### src/rtl/cortexm0_wic_param_if.sv
// Signal bundle between the WIC and its neighbours (core WIC port, interrupt bus, PMU).
// The master side drives requests and masks; the WIC (slave) drives wake-up and handshake status.
interface cortexm0_wic_param_if #(
    parameter int WIDTH = 34
);
    logic             WICLOAD;
    logic             WICCLEAR;
    logic [WIDTH-1:0] WICINT;
    logic [WIDTH-1:0] WICMASK;
    logic             WICENREQ;
    logic             WICDSACKn;
    logic             WAKEUP;
    logic [WIDTH-1:0] WICSENSE;
    logic [WIDTH-1:0] WICPEND;
    logic             WICDSREQn;
    logic             WICENACK;

    modport master (
        output WICLOAD, WICCLEAR, WICINT, WICMASK, WICENREQ, WICDSACKn,
        input  WAKEUP, WICSENSE, WICPEND, WICDSREQn, WICENACK
    );

    modport slave (
        input  WICLOAD, WICCLEAR, WICINT, WICMASK, WICENREQ, WICDSACKn,
        output WAKEUP, WICSENSE, WICPEND, WICDSREQn, WICENACK
    );
endinterface

### src/rtl/cortexm0_wic_param.sv
// Wake-up interrupt controller: PMU/core enable handshake plus masked, sticky wake-up capture.
//
// state | meaning
// OFF   | WIC disabled, waiting for PMU enable request
// REQ   | requesting deep-sleep from core, waiting for its acknowledge
// ON    | enabled; masked events are pended and raise WAKEUP
// DRAIN | PMU released the request; waiting for core to drop its acknowledge
module cortexm0_wic_param #(
    parameter int WIDTH     = 34,
    parameter int EDGE_MODE = 0
) (
    input  logic                  FCLK,
    input  logic                  nRESET,
    cortexm0_wic_param_if.slave   wic
);

    typedef enum logic [1:0] {
        ST_OFF,
        ST_REQ,
        ST_ON,
        ST_DRAIN
    } state_t;

    localparam logic EDGE_SEL = (EDGE_MODE != 0);

    state_t           state;
    state_t           state_nxt;
    logic             dsreq_n;
    logic             dsreq_n_nxt;
    logic             enack;
    logic             enack_nxt;
    logic [WIDTH-1:0] sense;
    logic [WIDTH-1:0] pend;
    logic [WIDTH-1:0] int_q;
    logic [WIDTH-1:0] evt;

    always_ff @(posedge FCLK) begin
        if (!nRESET) begin
            state   <= ST_OFF;
            dsreq_n <= 1'b1;
            enack   <= 1'b0;
        end else begin
            state   <= state_nxt;
            dsreq_n <= dsreq_n_nxt;
            enack   <= enack_nxt;
        end
    end

    // Outputs are registered alongside the state; DRAIN keeps whatever ENACK it inherited.
    always_comb begin
        state_nxt   = state;
        dsreq_n_nxt = dsreq_n;
        enack_nxt   = enack;
        case (state)
            ST_OFF: begin
                if (wic.WICENREQ) begin
                    state_nxt   = ST_REQ;
                    dsreq_n_nxt = 1'b0;
                    enack_nxt   = 1'b0;
                end
            end
            ST_REQ: begin
                if (!wic.WICDSACKn) begin
                    state_nxt   = ST_ON;
                    dsreq_n_nxt = 1'b0;
                    enack_nxt   = 1'b1;
                end else if (!wic.WICENREQ) begin
                    state_nxt   = ST_DRAIN;
                    dsreq_n_nxt = 1'b1;
                end
            end
            ST_ON: begin
                if (!wic.WICENREQ) begin
                    state_nxt   = ST_DRAIN;
                    dsreq_n_nxt = 1'b1;
                end
            end
            ST_DRAIN: begin
                if (wic.WICDSACKn) begin
                    state_nxt   = ST_OFF;
                    dsreq_n_nxt = 1'b1;
                    enack_nxt   = 1'b0;
                end
            end
            default: begin
                state_nxt   = ST_OFF;
                dsreq_n_nxt = 1'b1;
                enack_nxt   = 1'b0;
            end
        endcase
    end

    // In level mode the previous-sample mask is forced to zero, so evt is the raw request.
    assign evt = wic.WICINT & ~(int_q & {WIDTH{EDGE_SEL}});

    always_ff @(posedge FCLK) begin
        if (!nRESET) begin
            sense <= '0;
            pend  <= '0;
            int_q <= '0;
        end else begin
            int_q <= wic.WICINT;
            if (wic.WICCLEAR) begin
                sense <= '0;
                pend  <= '0;
            end else if (wic.WICLOAD) begin
                sense <= wic.WICMASK;
                pend  <= '0;
            end else if (state == ST_ON) begin
                pend <= pend | (sense & evt);
            end
        end
    end

    assign wic.WAKEUP    = |pend;
    assign wic.WICSENSE  = sense;
    assign wic.WICPEND   = pend;
    assign wic.WICDSREQn = dsreq_n;
    assign wic.WICENACK  = enack;

endmodule

### src/flat_wrapper.sv
// flat-port wrapper written by rule: the top's interface ports become plain ports
module cortexm0_wic_param_flat 
#(
    parameter int WIDTH     = 34,
    parameter int EDGE_MODE = 0
)
  (FCLK, nRESET, wic_WICLOAD, wic_WICCLEAR, wic_WICINT, wic_WICMASK, wic_WICENREQ, wic_WICDSACKn, wic_WAKEUP, wic_WICSENSE, wic_WICPEND, wic_WICDSREQn, wic_WICENACK);
  cortexm0_wic_param_if #(.WIDTH(WIDTH)) wic_i ();
  input  logic FCLK;
  input  logic nRESET;
  input wire logic [$bits(wic_i.WICLOAD)-1:0] wic_WICLOAD;
  input wire logic [$bits(wic_i.WICCLEAR)-1:0] wic_WICCLEAR;
  input wire logic [$bits(wic_i.WICINT)-1:0] wic_WICINT;
  input wire logic [$bits(wic_i.WICMASK)-1:0] wic_WICMASK;
  input wire logic [$bits(wic_i.WICENREQ)-1:0] wic_WICENREQ;
  input wire logic [$bits(wic_i.WICDSACKn)-1:0] wic_WICDSACKn;
  output wire logic [$bits(wic_i.WAKEUP)-1:0] wic_WAKEUP;
  output wire logic [$bits(wic_i.WICSENSE)-1:0] wic_WICSENSE;
  output wire logic [$bits(wic_i.WICPEND)-1:0] wic_WICPEND;
  output wire logic [$bits(wic_i.WICDSREQn)-1:0] wic_WICDSREQn;
  output wire logic [$bits(wic_i.WICENACK)-1:0] wic_WICENACK;
  assign wic_i.WICLOAD = wic_WICLOAD;
  assign wic_i.WICCLEAR = wic_WICCLEAR;
  assign wic_i.WICINT = wic_WICINT;
  assign wic_i.WICMASK = wic_WICMASK;
  assign wic_i.WICENREQ = wic_WICENREQ;
  assign wic_i.WICDSACKn = wic_WICDSACKn;
  assign wic_WAKEUP = wic_i.WAKEUP;
  assign wic_WICSENSE = wic_i.WICSENSE;
  assign wic_WICPEND = wic_i.WICPEND;
  assign wic_WICDSREQn = wic_i.WICDSREQn;
  assign wic_WICENACK = wic_i.WICENACK;
  cortexm0_wic_param #(.WIDTH(WIDTH), .EDGE_MODE(EDGE_MODE)) u_core (.FCLK(FCLK), .nRESET(nRESET), .wic(wic_i));
endmodule
### config.mk
export PLATFORM = sky130hd
export DESIGN_NAME = cortexm0_wic_param_flat
export DESIGN_NICKNAME = d
export VERILOG_FILES = /design/src/rtl/cortexm0_wic_param_if.sv /design/src/rtl/cortexm0_wic_param.sv /design/src/flat_wrapper.sv
export SDC_FILE = /design/constraint.sdc
export NUM_CORES = 1
export LEC_CHECK = 0
export CAP_MARGIN = 20
export CORE_ASPECT_RATIO = 0.6
export CORE_MARGIN = 1.5
export CORE_UTILIZATION = 34
export CTS_BUF_LIST = sky130_fd_sc_hd__clkbuf_16
export DETAILED_ROUTE_END_ITERATION = 8
export PLACE_DENSITY_LB_ADDON = 0.3
export SLEW_MARGIN = 20
export SYNTH_ARGS = -nofsm -noshare
export SYNTH_HDL_FRONTEND = slang
export SYNTH_SLANG_ARGS = --single-unit
### constraint.sdc
create_clock -name FCLK -period 1.1 [get_ports FCLK]
set_input_delay 0.11 -clock FCLK [delete_from_list [all_inputs] [get_ports FCLK]]
set_output_delay 0.11 -clock FCLK [all_outputs]
set_load 0.01 [all_outputs]
==> results of run 1 <==
through the flow:
step	cells	hold WS [ns]
after detailed placement	541	0.475
final	563	0.329
after global placement	541	0.463
after CTS	557	0.329
after global routing	563	0.338
after floorplan	256	0.227
layer usage:
metal / vias to the layer above / global-route usage [%] / part of all wire (%)
met2: 99 / 31.9 / 45
met3: 8 / 7.90 / 7.8
met4: 0 / 5.76 / 1.0
li1: 1301 / - / -
met1: 1231 / 26.0 / 46
met5: - / 0 / 0
kinds of logic after synthesis:
logic type | after synthesis | share of synthesized area [%]
AND/OR/NAND/NOR | 91 | 15.1
buffers and inverters | 16 | 4.65
flip-flops | 72 | 56.3
AO/OA/AOI/OAI | 43 | 10.7
multiplexers | 34 | 13.3
registers in the layout (all words and copies together) (netlist names):
name,cells
u_core.wic.WICSENSE,34
u_core.wic.WICDSREQn,1
u_core.state,2
u_core.wic.WICENACK,1
u_core.wic.WICPEND,34
where the power goes:
group	internal (mW)	switching, mW	leakage, nW
sequential	2.67	0.0520	0.604
clock	1.73	1.05	0.142
combinational	0.492	0.341	1.44
repair_timing:
action                                  CTS  global route
pin swaps                                 1            23
setup buffers                             0             2
endpoints found under the setup margin   71            58
resized for setup                       169           105
cloned                                    0             4
endpoints found under the hold margin     0             0
worst max-delay path, stage by stage, from the launching register on:
cell     delay, ns
dfxtp_1       0.36
nor4_1        0.34
nand4_1       0.16
or3_4         0.36
buf_6         0.13
path summary, 6_finish.rpt:
kind	start	end	slack (ns)	cells past startpoint
max	u_core.wic.WICPEND[13]	wic_WAKEUP	-0.67	4
min reg2reg	u_core.wic.WICENACK	u_core.wic.WICENACK	0.48	2
min	wic_WICLOAD	u_core.wic.WICSENSE[2]	0.33	4
max reg2reg	u_core.state[1]	u_core.wic.WICPEND[10]	-0.03	5
Yosys cell counts, drive strengths merged:
cell type,number
or3,1
or2,1
o221ai,2
o21ai,1
nor2,70
o21a,2
and3,1
dfxtp,72
nor4,8
nand4,1
nor2b,3
nand2,3
a21boi,1
clkbuf,3
nand3,1
mux2i,34
a31oi,34
nand2b,2
buf,13
a21oi,3
area by class of cell:
type                            instances  area, µm²  area share, %
Timing Repair Buffer                  203       1760           35.4
Sequential cell                        72       1490           30.0
Multi-Input combinational cell        168       1300           26.2
Tap cell                              104        130           2.62
Clock inverter                          7       63.8           1.28
Clock buffer                            9        225           4.53
==> impl_metrics.csv, run 1 <==
group,metric,value,unit
final_layout,nets,528,
worst_hold_path,hold_class,"input port to register",
place,place_area,4450,µm²
sta,fin_skew,0.00485,ns
clocking,hold_buffers,0,
yosys,yosysTopAreaCell,"dfxtp_1",
clocking,clock-root-buffer,"clkbuf_16",
yosys,syn_inst,256,
sta,worst_slack,-0.671,ns
final_layout,final_layout_size_suffix_gt1_share,39.9,%
critical_path,crit_path_end_kind,"primary output",
floorplanning,io_pins,145,
critical_path,cp_max_fo,3,
global_routing,overflow,0,
final_layout,post-route-util,68.5,%
clocking,cts_sinks,72,
yosys,syn_avg_cell_area,9.99,µm²
yosys,yosysWarningCount,0,
detailed_routing,vias,2639,
final_layout,antenna_cells,0,
outcome,status,"complete, but fails checks",
floorplanning,die-height,70.2,µm
critical_path,cp.arrival,1.66,ns
sta,slew_violations,0,
floorplanning,core,7270,µm²
floorplanning,dieArea,8070,µm²
power,power_density,1270,nW/µm²
place,dpl_worst_slack,-0.756,ns
critical_path,cp.required,0.99,ns
yosys,yosysSeqAreaShare,56.3,%
final_layout,layout_common_cells,"72 x clkdlybuf4s50_1, 66 x nor2_1, 50 x buf_4",
floorplanning,die_w,115,µm
sta,worst_pin_slew,0.388,ns
clocking,clock_latency,0.32,ns
floorplanning,initial_core_util,35.2,%
final_layout,area_growth_syn_to_layout,94.5,%
final_layout,fillers,601,
detailed_routing,drt_drc_violations_left,0,
detailed_routing,wirelength,9000,µm
critical_path,path_class,"register to primary output",
floorplanning,num_rows,24,
yosys,synth_cell_types,22,
sta,period_needed,1.77,ns
global_routing,grt_pass1_wl,12700,µm
place,place_hpwl,6120,µm
sta,max_freq,565,MHz
global_routing,grtUsageTotal,20.3,%
yosys,synthTopCellsByArea,"dfxtp_1 56%, mux2i_1 13%, nor2_1 10%",
clocking,cts_tree,"done",
power,vdd_drop_max,0.000819,V
sta,rsz0062_at_grt,"yes",
sta,fin_crit_sh,161,%
clocking,clk_path_buf_depth,2,
detailed_routing,drtPass1Iterations,4,
detailed_routing,wire_per_inst,16.0,µm
global_routing,grt_pass1_vias,2609,
yosys,yosys_register_bits,72,
sta,final-setup-viol-count,3,
outcome,violations,"negative setup slack",
global_routing,grt_start_max_net_pins,35,
yosys,syn_nets,330,
detailed_routing,detail_route.iter0.violations,72,
clocking,clk_transition_reported_paths,0.06,ns
sta,tns,-0.716,ns
sta,hold_viol_final,0,
final_layout,final_area,4980,µm²
global_routing,antenna_found_initial,0,
place,gp_congestion,0.747,
yosys,synth_top_area_share,56.3,%
critical_path,worstSetupStartpointType,"register",
clocking,numCtsBuffers,9,
place,portBuffers,144,
detailed_routing,vias_per_cell,4.69,
detailed_routing,ant_nets,0,
power,totalPowerFinal,6.34,mW
power,p_leak,2.19,nW
job,drv_cap,0,
final_layout,layout_commonest_cell,"clkdlybuf4s50_1",
sta,relSlewSlack,74.1,%
clocking,htreeDepth,3,
yosys,netlist_area,2560,µm²
Note: power is estimated with default switching activity, not from simulation.
==> inputs of run 2 (changes only) <==
Settings changed: PLACE_DENSITY_LB_ADDON 0.3 to 0.05.
==> run 2 against run 1 <==
The run still ends with negative setup slack left. Worst hold slack got worse by 0.078 ns. Via count decreased by 0.49%. Die area stayed put. Utilization is 2.5 points lower. Non-clock buffer count is 2 lower. Count of clock-buffer cells in the layout unchanged. Setup slack gained 0.089 ns. Total power is 6.1% lower. Sequential share of layout area rose by 0.86 points. Global-route usage is 0.39 points higher. Clock skew down 0.0022 ns. Largest cell class unchanged.
==> impl_metrics.csv, run 2 (same netlist as run 1, synthesis figures left out) <==
group,metric,value,unit
outcome,status,"complete, but fails checks",
outcome,violations,"negative setup slack",
worst_hold_path,hold_class,"input port to register",
detailed_routing,wirelength,8540,µm
clocking,htreeDepth,3,
clocking,numCtsBuffers,9,
global_routing,grtUsageTotal,20.7,%
floorplanning,core,7270,µm²
power,p_leak,2.14,nW
final_layout,antenna_cells,0,
sta,fin_skew,0.00263,ns
detailed_routing,drtPass1Iterations,4,
clocking,clk_transition_reported_paths,0.05,ns
critical_path,slowest_stage,"or3_4",
final_layout,multi_input_area,1210,µm²
sta,hold_viol_final,0,
power,totalPowerFinal,5.95,mW
detailed_routing,vias,2626,
detailed_routing,vias_per_cell,4.69,
detailed_routing,ant_nets,0,
floorplanning,die-height,70.2,µm
sta,max_freq,595,MHz
critical_path,worstPathCellList,"nor4_4 -> nand3_2 -> or3_4 -> buf_6",
final_layout,seq_area,1480,µm²
floorplanning,initial_core_util,35.2,%
final_layout,layout_common_cells,"72 x clkdlybuf4s50_1, 69 x nor2_1, 50 x buf_4",
final_layout,layout_commonest_cell,"clkdlybuf4s50_1",
floorplanning,io_pins,145,
sta,relSlewSlack,73.8,%
sta,final-setup-viol-count,5,
final_layout,fillers,641,
place,gp_congestion,0.742,
global_routing,grt_pass1_vias,2570,
power,power_density,1240,nW/µm²
clocking,clk_path_buf_depth,2,
critical_path,worstSetupStartpointType,"register",
detailed_routing,drt_drc_violations_left,0,
sta,worst_pin_slew,0.393,ns
critical_path,crit_path_end_kind,"primary output",
place,portBuffers,144,
clocking,clock-root-buffer,"clkbuf_16",
critical_path,cp.arrival,1.57,ns
clocking,cts_tree,"done",
final_layout,nets,526,
global_routing,grt_pass1_wl,12800,µm
sta,slew_violations,0,
sta,worst_slack,-0.582,ns
final_layout,area_growth_syn_to_layout,87.5,%
sta,period_needed,1.68,ns
sta,fin_crit_sh,153,%
critical_path,cp_max_fo,2,
global_routing,grt_start_max_net_pins,35,
floorplanning,dieArea,8070,µm²
detailed_routing,detail_route.iter0.violations,66,
detailed_routing,wire_per_inst,15.3,µm
critical_path,max_stage_delay,0.38,ns
place,place_hpwl,5980,µm
place,dpl_worst_slack,-0.694,ns
final_layout,fin_cells,560,
global_routing,antenna_found_initial,0,
clocking,clock_latency,0.33,ns
final_layout,final_layout_size_suffix_gt1_share,36.0,%
floorplanning,num_rows,24,
job,drv_cap,0,
power,vdd_drop_max,0.000833,V
clocking,cts_sinks,72,
critical_path,path_class,"register to primary output",
sta,tns,-0.613,ns
sta,rsz0062_at_grt,"yes",
global_routing,overflow,0,
place,place_inst,541,
critical_path,cp.required,0.99,ns
sta,whs,0.250,ns
floorplanning,die_w,115,µm
[run 2: changes by cell type in the layout (fill, tap and decap cells not counted), sizes merged]
cell           previous run  this run
clkinvlp                  2         0
bufinv                    1         0
clkinv                    3         2
buf                      89        91
dlygate4sd2              21        11
clkdlybuf4s15            12        18
inv                       1         4
[run 2: path summary, 6_finish.rpt]
kind / start / endpoint / slack, ns / cells past startpoint
setup / recovery: u_core.wic.WICPEND[1] / wic_WAKEUP / -0.58 / 4
hold reg to reg: u_core.wic.WICENACK / u_core.wic.WICENACK / 0.48 / 2
setup reg to reg: u_core.state[1] / u_core.wic.WICPEND[9] / -0.01 / 5
hold / removal: wic_WICLOAD / u_core.wic.WICSENSE[30] / 0.25 / 4
[run 2: per-layer routing]
layer / GRT usage, % / up-vias / wire length [µm]
met5: 0 / - / 0
met4: 7.82 / 0 / 99
met3: 7.99 / 8 / 652
met2: 30.5 / 91 / 3690
met1: 27.5 / 1228 / 4100
li1: - / 1299 / -
[run 2: critical path, delay by kind of cell, from the launching register on]
kind	cells	cell delay (ns)
buffers and inverters	1	0.13
and+or+nand+nor	3	0.79
DFF	1	0.33
[run 2: repair_timing]
item	in CTS	in global routing
gates cloned	0	3
endpoints found under the setup margin	71	46
hold buffers	0	0
pin swaps	2	4
buffers inserted	0	1
resized for setup	205	68
[run 2: metrics by stage]
stage / utilization, % / instance area (µm²)
6_report: 66.0 / 4800
2_1_floorplan: - / 2560
4_1_cts: 62.3 / 4530
5_1_grt: 66.0 / 4800
3_5_place_dp: 60.9 / 4420
3_3_place_gp: 60.9 / 4420
[run 2: area by class of cell]
cell class	count	share of cell area [%]
multi-input combinational	168	25.2
tap	104	2.71
clock buffer	9	4.69
clock inverter	6	0.469
timing repair buffer	201	36.0
sequential	72	30.9
[run 2: where the power goes]
| group | total, mW | internal, mW | switching (mW) |
|---|---|---|---|
| Sequential | 2.72 | 2.67 | 0.0511 |
| Combinational | 0.785 | 0.478 | 0.307 |
| Clock | 2.44 | 1.46 | 0.984 |
==> inputs of run 3 (changes only) <==
Settings changed: ABC_CLOCK_PERIOD_IN_PS set to 1100.
==> results of run 3 <==
Final layout, timing and power as in run 2 (identical DEF).
